File: config.mk
export PLATFORM = sky130hd
export DESIGN_NAME = md_sched
export DESIGN_NICKNAME = d
export VERILOG_FILES = /design/src/rtl/md_pkg.sv /design/src/rtl/md_div_iter.sv /design/src/rtl/md_sched.sv
export SDC_FILE = /design/constraint.sdc
export NUM_CORES = 2
export LEC_CHECK = 0
export CELL_PAD_IN_SITES_DETAIL_PLACEMENT = 0
export CELL_PAD_IN_SITES_GLOBAL_PLACEMENT = 1
export CORE_UTILIZATION = 48
export CTS_BUF_LIST = sky130_fd_sc_hd__clkbuf_4
export DETAILED_ROUTE_END_ITERATION = 10
export PLACE_DENSITY_LB_ADDON = 0.1
export SYNTH_ARGS = -nofsm -noshare
export SYNTH_HDL_FRONTEND = slang
export SYNTH_HIERARCHICAL = 1
export SYNTH_SLANG_ARGS = --single-unit
File: constraint.sdc
create_clock -name clk -period 6.9 [get_ports clk]
set_input_delay 1.38 -clock clk [delete_from_list [all_inputs] [get_ports clk]]
set_output_delay 1.38 -clock clk [all_outputs]
set_load 0.01 [all_outputs]
File: src/rtl/md_pkg.sv
// Shared encodings for the multiply/divide scheduler: op codes, FSM states,
// divider iteration count and a signed-magnitude helper.
package md_pkg;

  localparam logic [2:0] MD_MULT  = 3'b000;
  localparam logic [2:0] MD_MULTU = 3'b001;
  localparam logic [2:0] MD_DIV   = 3'b010;
  localparam logic [2:0] MD_DIVU  = 3'b011;
  localparam logic [2:0] MD_MTHI  = 3'b100;
  localparam logic [2:0] MD_MTLO  = 3'b101;
  localparam logic [2:0] MD_MFHI  = 3'b110;
  localparam logic [2:0] MD_MFLO  = 3'b111;

  typedef enum logic [1:0] {S_IDLE, S_MUL, S_DIV} md_state_e;

  localparam int DIV_ITERS = 32;

  function automatic logic [31:0] md_abs(input logic [31:0] v, input logic sgn);
    return (sgn && v[31]) ? (~v + 32'd1) : v;
  endfunction

endpackage

File: src/rtl/md_div_iter.sv
// Iterative radix-2 restoring divider: one quotient bit per cycle over
// DIV_ITERS cycles; quotient/remainder are presented during the final cycle.
module div_iter
  import md_pkg::*;
#(
  parameter logic [31:0] ZERO_DIV_Q = 32'hFFFF_FFFF
) (
  input  logic        clk,
  input  logic        resetn,
  input  logic        i_start,
  input  logic        i_signed,
  input  logic [31:0] i_dividend,
  input  logic [31:0] i_divisor,
  input  logic        i_kill,
  output logic        o_done,
  output logic [31:0] o_quot,
  output logic [31:0] o_rem
);

  logic [5:0]  r_cnt;
  logic [63:0] r_rem_p0;
  logic [31:0] r_dvs_p0;
  logic [31:0] r_src1_p0;
  logic        r_qneg_p0;
  logic        r_rneg_p0;
  logic        r_zero_p0;

  logic [64:0] w_sh;
  logic [32:0] w_diff;
  logic        w_ge;
  logic [63:0] w_next;

  // The shifted partial remainder can reach 33 bits, so compare on 33 bits.
  always_comb begin
    w_sh   = {r_rem_p0, 1'b0};
    w_diff = w_sh[64:32] - {1'b0, r_dvs_p0};
    w_ge   = ~w_diff[32];
    w_next = {(w_ge ? w_diff[31:0] : w_sh[63:32]), w_sh[31:1], w_ge};
  end

  always_ff @(posedge clk or negedge resetn) begin
    if (!resetn)             r_cnt <= '0;
    else if (i_kill)         r_cnt <= '0;
    else if (i_start)        r_cnt <= 6'(DIV_ITERS);
    else if (r_cnt != 6'd0)  r_cnt <= r_cnt - 6'd1;
  end

  // Operand latch (stage p0) and per-iteration partial remainder update.
  always_ff @(posedge clk) begin
    if (i_start) begin
      r_rem_p0  <= {32'd0, md_abs(i_dividend, i_signed)};
      r_dvs_p0  <= md_abs(i_divisor, i_signed);
      r_src1_p0 <= i_dividend;
      r_qneg_p0 <= i_signed & (i_dividend[31] ^ i_divisor[31]);
      r_rneg_p0 <= i_signed & i_dividend[31];
      r_zero_p0 <= (i_divisor == 32'd0);
    end else if (r_cnt != 6'd0) begin
      r_rem_p0  <= w_next;
    end
  end

  assign o_done = (r_cnt == 6'd1) & ~i_kill;
  assign o_quot = r_zero_p0 ? ZERO_DIV_Q :
                  (r_qneg_p0 ? (~w_next[31:0] + 32'd1) : w_next[31:0]);
  assign o_rem  = r_zero_p0 ? r_src1_p0 :
                  (r_rneg_p0 ? (~w_next[63:32] + 32'd1) : w_next[63:32]);

endmodule

File: src/rtl/md_sched.sv
// Multiply/divide scheduler owning HI/LO. Optional MFHI/MFLO bypass in the
// last busy cycle is enabled by defining MD_FWD_EN.
module md_sched
  import md_pkg::*;
#(
  parameter int          MUL_LAT    = 2,
  parameter logic [31:0] ZERO_DIV_Q = 32'hFFFF_FFFF
) (
  input  logic        clk,
  input  logic        resetn,
  input  logic        md_valid,
  input  logic [2:0]  md_op,
  input  logic [31:0] md_src1,
  input  logic [31:0] md_src2,
  input  logic        md_flush,
  output logic        md_ready,
  output logic [31:0] md_rdata,
  output logic        md_busy,
  output logic [31:0] hi_q,
  output logic [31:0] lo_q
);

  md_state_e   r_state;
  logic        r_busy;
  logic [2:0]  r_mcnt;
  logic [31:0] r_hi;
  logic [31:0] r_lo;
  logic [63:0] r_prod_p0;

  logic        w_acc;
  logic        w_rd_op;
  logic        w_mul_op;
  logic        w_div_op;
  logic        w_msgn;
  logic signed [63:0] w_a;
  logic signed [63:0] w_b;
  logic signed [63:0] w_prod;
  logic        w_mul_last;
  logic        w_div_done;
  logic [31:0] w_quot;
  logic [31:0] w_rem;
  logic [31:0] w_new_hi;
  logic [31:0] w_new_lo;
  logic        w_last;
  logic [31:0] w_hi_rd;
  logic [31:0] w_lo_rd;

  assign w_acc    = md_valid & md_ready & ~md_flush;
  assign w_rd_op  = (md_op == MD_MFHI) || (md_op == MD_MFLO);
  assign w_mul_op = (md_op == MD_MULT) || (md_op == MD_MULTU);
  assign w_div_op = (md_op == MD_DIV)  || (md_op == MD_DIVU);

  // Sign- or zero-extend to 64 bits; the low 64 product bits are then exact.
  assign w_msgn = (md_op == MD_MULT);
  assign w_a    = {{32{w_msgn & md_src1[31]}}, md_src1};
  assign w_b    = {{32{w_msgn & md_src2[31]}}, md_src2};
  assign w_prod = w_a * w_b;

  div_iter #(.ZERO_DIV_Q(ZERO_DIV_Q)) u_div (
    .clk        (clk),
    .resetn     (resetn),
    .i_start    (w_acc & w_div_op),
    .i_signed   (md_op == MD_DIV),
    .i_dividend (md_src1),
    .i_divisor  (md_src2),
    .i_kill     (md_flush),
    .o_done     (w_div_done),
    .o_quot     (w_quot),
    .o_rem      (w_rem)
  );

  assign w_mul_last = (r_state == S_MUL) && (r_mcnt == 3'd1);
  assign w_new_hi   = (r_state == S_MUL) ? r_prod_p0[63:32] : w_rem;
  assign w_new_lo   = (r_state == S_MUL) ? r_prod_p0[31:0]  : w_quot;

`ifdef MD_FWD_EN
  assign w_last = w_mul_last || ((r_state == S_DIV) && w_div_done);
`else
  assign w_last = 1'b0;
`endif

  assign md_ready = (r_state == S_IDLE) || (w_last && w_rd_op);
  assign w_hi_rd  = w_last ? w_new_hi : r_hi;
  assign w_lo_rd  = w_last ? w_new_lo : r_lo;
  assign md_rdata = !md_valid            ? 32'd0   :
                    (md_op == MD_MFHI)   ? w_hi_rd :
                    (md_op == MD_MFLO)   ? w_lo_rd : 32'd0;

  // Multiplier stage p0: product captured at the handshake edge.
  always_ff @(posedge clk) begin
    if (w_acc && w_mul_op) r_prod_p0 <= w_prod;
  end

  always_ff @(posedge clk or negedge resetn) begin
    if (!resetn) begin
      r_state <= S_IDLE;
      r_busy  <= 1'b0;
      r_mcnt  <= '0;
      r_hi    <= '0;
      r_lo    <= '0;
    end else begin
      case (r_state)
        S_IDLE: begin
          if (w_acc) begin
            if (w_mul_op) begin
              if (MUL_LAT == 1) begin
                r_hi <= w_prod[63:32];
                r_lo <= w_prod[31:0];
              end else begin
                r_mcnt  <= 3'(MUL_LAT - 1);
                r_state <= S_MUL;
                r_busy  <= 1'b1;
              end
            end else if (w_div_op) begin
              r_state <= S_DIV;
              r_busy  <= 1'b1;
            end else if (md_op == MD_MTHI) begin
              r_hi <= md_src1;
            end else if (md_op == MD_MTLO) begin
              r_lo <= md_src1;
            end
          end
        end
        S_MUL: begin
          if (md_flush) begin
            r_state <= S_IDLE;
            r_busy  <= 1'b0;
          end else if (w_mul_last) begin
            r_hi    <= w_new_hi;
            r_lo    <= w_new_lo;
            r_state <= S_IDLE;
            r_busy  <= 1'b0;
          end else begin
            r_mcnt  <= r_mcnt - 3'd1;
          end
        end
        S_DIV: begin
          if (md_flush) begin
            r_state <= S_IDLE;
            r_busy  <= 1'b0;
          end else if (w_div_done) begin
            r_hi    <= w_new_hi;
            r_lo    <= w_new_lo;
            r_state <= S_IDLE;
            r_busy  <= 1'b0;
          end
        end
        default: begin
          r_state <= S_IDLE;
          r_busy  <= 1'b0;
        end
      endcase
    end
  end

  assign md_busy = r_busy;
  assign hi_q    = r_hi;
  assign lo_q    = r_lo;

endmodule
-- After elaboration in Yosys (flattened, before gate mapping)
Index checks and enable logic that the tools add are counted.
- add/sub/neg operators: 7
- multiply operators: 1
- equality and inequality tests: 26
- mux-type cells: 57
- bitwise gates (word level): 15
- reductions and logical operators: 18
- operators with widths (operator ; count):
    two-way mux 32 bit ; 31
    case mux 32 bit (3 select lines) ; 2
    adder 32 x 1 -> 32 bit (second input constant) ; 4
    inverter 32 bit ; 4
    multiplier 33 x 33 -> 64 bit ; 1
    subtractor 33 x 32 -> 33 bit ; 1
    logical NOT 32 bit ; 1
    two-way mux 6 bit ; 3
    two-way mux 2 bit ; 7
    inequality test 2 bit (second input constant) ; 7
    == test 3 bit (second input constant) ; 4
    two-way mux 3 bit ; 4
    inequality test 2 x 1 -> 1 bit (second input constant) ; 5
    AND reduction 10 bit ; 1
    AND reduction 9 bit ; 1
    AND 1 bit ; 8
    two-way mux 1 bit ; 7
    == test 3 x 1 -> 1 bit (second input constant) ; 2
    == test 3 x 2 -> 1 bit (second input constant) ; 2
    == test 6 x 1 -> 1 bit (second input constant) ; 1
    case mux 2 bit (3 select lines) ; 1
    case mux 3 bit (2 select lines) ; 1
    nonzero test 3 bit ; 2
    nonzero test 6 bit ; 1
    17 further kinds ; 23
- register bits: 271
- logic and storage cells: 138

-- Longest topological paths before layout
- word-level depth: 10
- mapped depth: 30

-- By module
The synthesis kept the hierarchy.
- modules (own cells, without submodules) (module ; times used ; cells an instance ; area an instance (um^2) ; seq. area each (um^2)):
    md_sched ; 1 ; 4864 ; 44386.3 ; 3673.5
    div_iter ; 1 ; 1288 ; 10830.4 ; 3763.6

-- Worst setup path before layout
Ideal clock, no wire load.
- path type: input to register
- start point: input port md_op[2]
- end point: register r_prod_p0[56] (data pin)
- setup time: 263 ps
- arrival: 9118 ps
- data required time: 6637 ps
- path slack: -2482 ps
- cell stages on the path: 27
- path buffers: 2
- path through: nor3_1 and2_1 clkbuf_1 nand2_1 inv_1 fa_1 fa_1 fa_1 inv_1 fa_1 inv_1 fa_1 fa_1 inv_1 fa_1 fa_1 inv_1 ha_1 buf_2 nand4_1 or2_2 nor4_1 o2bb2ai_1 o221ai_2 o21bai_1 a21oi_1 xnor2_1
- cells in the longest elaborated chain, start to end: 3
- elaborated cells between the ends (all ways): 4
- classes of those cells: mul (1); bitwise (2); reduce/logical (1)
- ends and longest elaborated chain (what ; line ; RTL):
    start: declaration ; md_sched.sv:12 ; input logic [2:0] md_op,
    logical NOT 3 bit * ; md_sched.sv:54 ; assign w_msgn = (md_op == MD_MULT);
    AND 1 bit, on equally long branches ; md_sched.sv:55, md_sched.sv:56 ;
    multiplier 33 x 33 -> 64 bit * ; md_sched.sv:57 ; assign w_prod = w_a * w_b;
    via w_prod[56] ; md_sched.sv:37 ; logic signed [63:0] w_prod;
    end signal: assignment ; md_sched.sv:91 ; if (w_acc && w_mul_op) r_prod_p0 <= w_prod;
    end: declaration ; md_sched.sv:28 ; logic [63:0] r_prod_p0;
The timed path passes the listed nets; every way through them passes the cells marked *.
A chain may end at the register's enable or synchronous reset.

-- Final worst setup path
- start point: input port md_op[0]
- end point: register r_prod_p0[56] (data pin)
The elaborated chain is that of the path after synthesis.

==> flow_summary.yaml <==
finish:
  multiInputGateArea_um2: 43500
  fin_area_um2: 67600
  fillerInstances: 10190
  area_delta_synth_final_pct: 22.5
  fin_cells: 8366
  num-nets-final: 8251
  regArea_um2: 7440
  drive_above_1_share_pct: 18.9
logic_synthesis:
  synthCells: 6152
  yosys.area_share.simple_pct: 15.5
  synth_top_area_share_pct: 40.8
  syn-cell-area_um2: 55200
  async_flop_share_pct: 28.0
  seq_area_frac_synth_pct: 13.5
  synth_most_common_cell: "inv_1"
  synth-edff-count: 163
  muxShareOfSynthArea_pct: 1.82
  syn_area_per_cell_um2: 8.98
  ys_seq_elements: 271
  synth_top_family_by_area: "adder cells"
  synth_area_leaders: "fa_1 41%, edfxtp_1 8.9%, inv_1 8.2%, nand2_1 7.2%, ha_1 5.8%"
  synth-compound-area-share_pct: 8.40
  synth_fp_nets: 7605
  synth_cell_types: 103
  synth_xor_area_share_pct: 3.40
  synth_fa_ha_area_share_pct: 46.6
  synth_commonest_cells: "1199 x inv_1, 1126 x fa_1, 1060 x nand2_1, 322 x clkbuf_1, 307 x and2_1"
  synth_warnings: 6
  ys.flop_type: "edfxtp_1"
  yosys.area.top_type: "fa_1"
setup_path:
  timing.critical_path.buf_inv: 8
  worstPathMaxFanout: 7
  r2r_slack_ns: 1.06
  critPathArrivalTime_ns: 8.58
  critical_path.top_delay_family: "adder cells"
  critPathRequiredTime_ns: 7.48
  cpMostUsedCell: "fa_1"
  max_stage_delay_ns: 0.66
  worst-setup-path-type: "input port to flip-flop"
  start_kind: "input port"
  cp-end-kind: "flip-flop"
  critPathSlowestCell: "fa_2"
sta:
  setup_slack_ns: -1.11
  slew_viol_final: 0
  fin_crit_ns: 8.01
  tightestPinTransition_ns: 1.08
  fin_skew_ns: 0.0509
  hold_viol: 0
  relSlewSlack_pct: 27.7
  layout_worst_path_cycle_share_pct: 116
  finalSetupViolations: 41
  clock.fmax_ghz: 0.125
  final.setup.tns_ns: -26.51
  rsz0062_at_grt: "yes"
routing:
  vias_per_cell: 5.45
  vias: 45570
  post-route-drc-count: 0
  routed_wl_mm: 195
  drtIter0Drc: 3564
  wl_per_cell_um: 23.3
  antenna_left: 0
  firstDrtPassIters: 6
hold_path:
  hold_class: "input port to asynchronous set/reset pin"
clock_network:
  cts_buffers: 69
  htreeDepth: 3
  cts-root-buf: "clkbuf_4"
  clock_path_buffers: 3
  worstSkewPairLatency_ns: 0.85
  ctsHoldBuffers: 0
  clk_pin_slew_ns: 0.10
  cts_tree: "built"
  clock-sinks: 271
flow_run:
  maxCapViolCount: 0
global_route:
  grt_pass1_wl_mm: 294
  grt_antenna_before_repair: 19
  track_usage_pct: 33.9
  grt_pass1_vias: 46737
  overflow: 0
  grt_max_degree: 161
placed_design:
  place_inst: 8120
  placed_area_um2: 63600
  detailedPlace.worstSlack_ns: -2.40
  io_buffers: 168
  dp_hpwl_mm: 156
  gp_congestion: 0.938
outcome:
  status: "finished, violations left"
  violations: "negative setup slack"
floorplan:
  die-width_um: 341
  rows: 124
  die_y_um: 341
  core_um2: 114000
  start_util_pct: 48.4
  die_area_um2: 116000
  ios: 169
==> metal layers <==
layer | vias up | wire length (µm) | track usage [%]
met5 | - | 64 | 0
met4 | 10 | 6930 | 11.3
met3 | 301 | 16000 | 5.68
met2 | 1829 | 88400 | 53.2
met1 | 23237 | 83200 | 47.8
li1 | 20193 | - | -
==> layout make-up <==
cell class	instances	share of cell area [%]
tap	1512	2.80
timing repair buffer	941	13.8
multi-input combinational	4313	64.3
clock inverter	22	0.257
inverter	1202	6.71
sequential	271	11.0
clock buffer	102	1.13
antenna	3	0.0111
==> state kept, by name, summed over array words and instances (netlist names) <==
name / cells
hi_q: 32
lo_q: 32
md_busy: 1
r_mcnt: 3
r_prod_p0: 64
r_state: 2
u_div/r_cnt: 6
u_div/r_dvs_p0: 32
u_div/r_qneg_p0: 1
u_div/r_rem_p0: 64
u_div/r_rneg_p0: 1
u_div/r_src1_p0: 32
u_div/r_zero_p0: 1
==> final timing paths <==
kind                                     from             to  depth (start not counted)
setup reg to reg           u_div/r_rem_p0[31]       hi_q[30]                         19
hold / removal                         resetn       hi_q[10]                          1
min in group clk                     lo_q[30]       lo_q[30]                          2
hold reg to reg                      lo_q[30]       lo_q[30]                          2
max in group asynchronous              resetn       hi_q[11]                          2
setup / recovery                     md_op[0]  r_prod_p0[56]                         28
==> placed cells by master (no fill, tap or decap), types with 44 or more instances in the layout <==
cell type | synthesis | routed
xnor2_1 | 129 | 121
clkbuf_4 | 0 | 103
nand2_1 | 1060 | 1039
inv_1 | 1199 | 1146
mux2i_1 | 87 | 87
ha_1 | 256 | 209
buf_12 | 0 | 101
buf_6 | 2 | 84
nor2_1 | 246 | 232
o21ai_0 | 237 | 224
dfrtp_1 | 76 | 76
buf_4 | 1 | 589
edfxtp_1 | 163 | 163
ha_4 | 0 | 44
inv_2 | 0 | 46
xor2_1 | 82 | 81
fa_1 | 1126 | 1090
and2_1 | 307 | 289
clkdlybuf4s50_1 | 0 | 107
a21oi_1 | 178 | 148
==> timing repair <==
action	CTS	global route
setup buffers	85	36
endpoints found under the setup margin	46	46
endpoints found under the hold margin	0	0
resized for setup	340	143
cloned	13	2
pin swaps	238	140
==> metrics by stage <==
stage	hold WS (ns)	util, %
3_5_place_dp	0.492	55.7
5_1_grt	0.408	59.2
6_report	0.413	59.2
4_1_cts	0.328	58.5
3_3_place_gp	0.486	55.7
2_1_floorplan	0.472	-
==> kinds of logic (layout without fill, tap and decap cells) <==
logic type	after synthesis	in the layout
buffers and inverters	1568	2267
adders and majority gates	1382	1382
xor gates and xnor gates	212	212
and+or+nand+nor	1889	1889
muxes	98	98
AOI/OAI and AO/OA	732	732
other	0	3
DFF	271	271
Power is left out: the tool's default activity adds up to more than one toggle a clock period on the data nets, which glitch-free logic cannot reach.
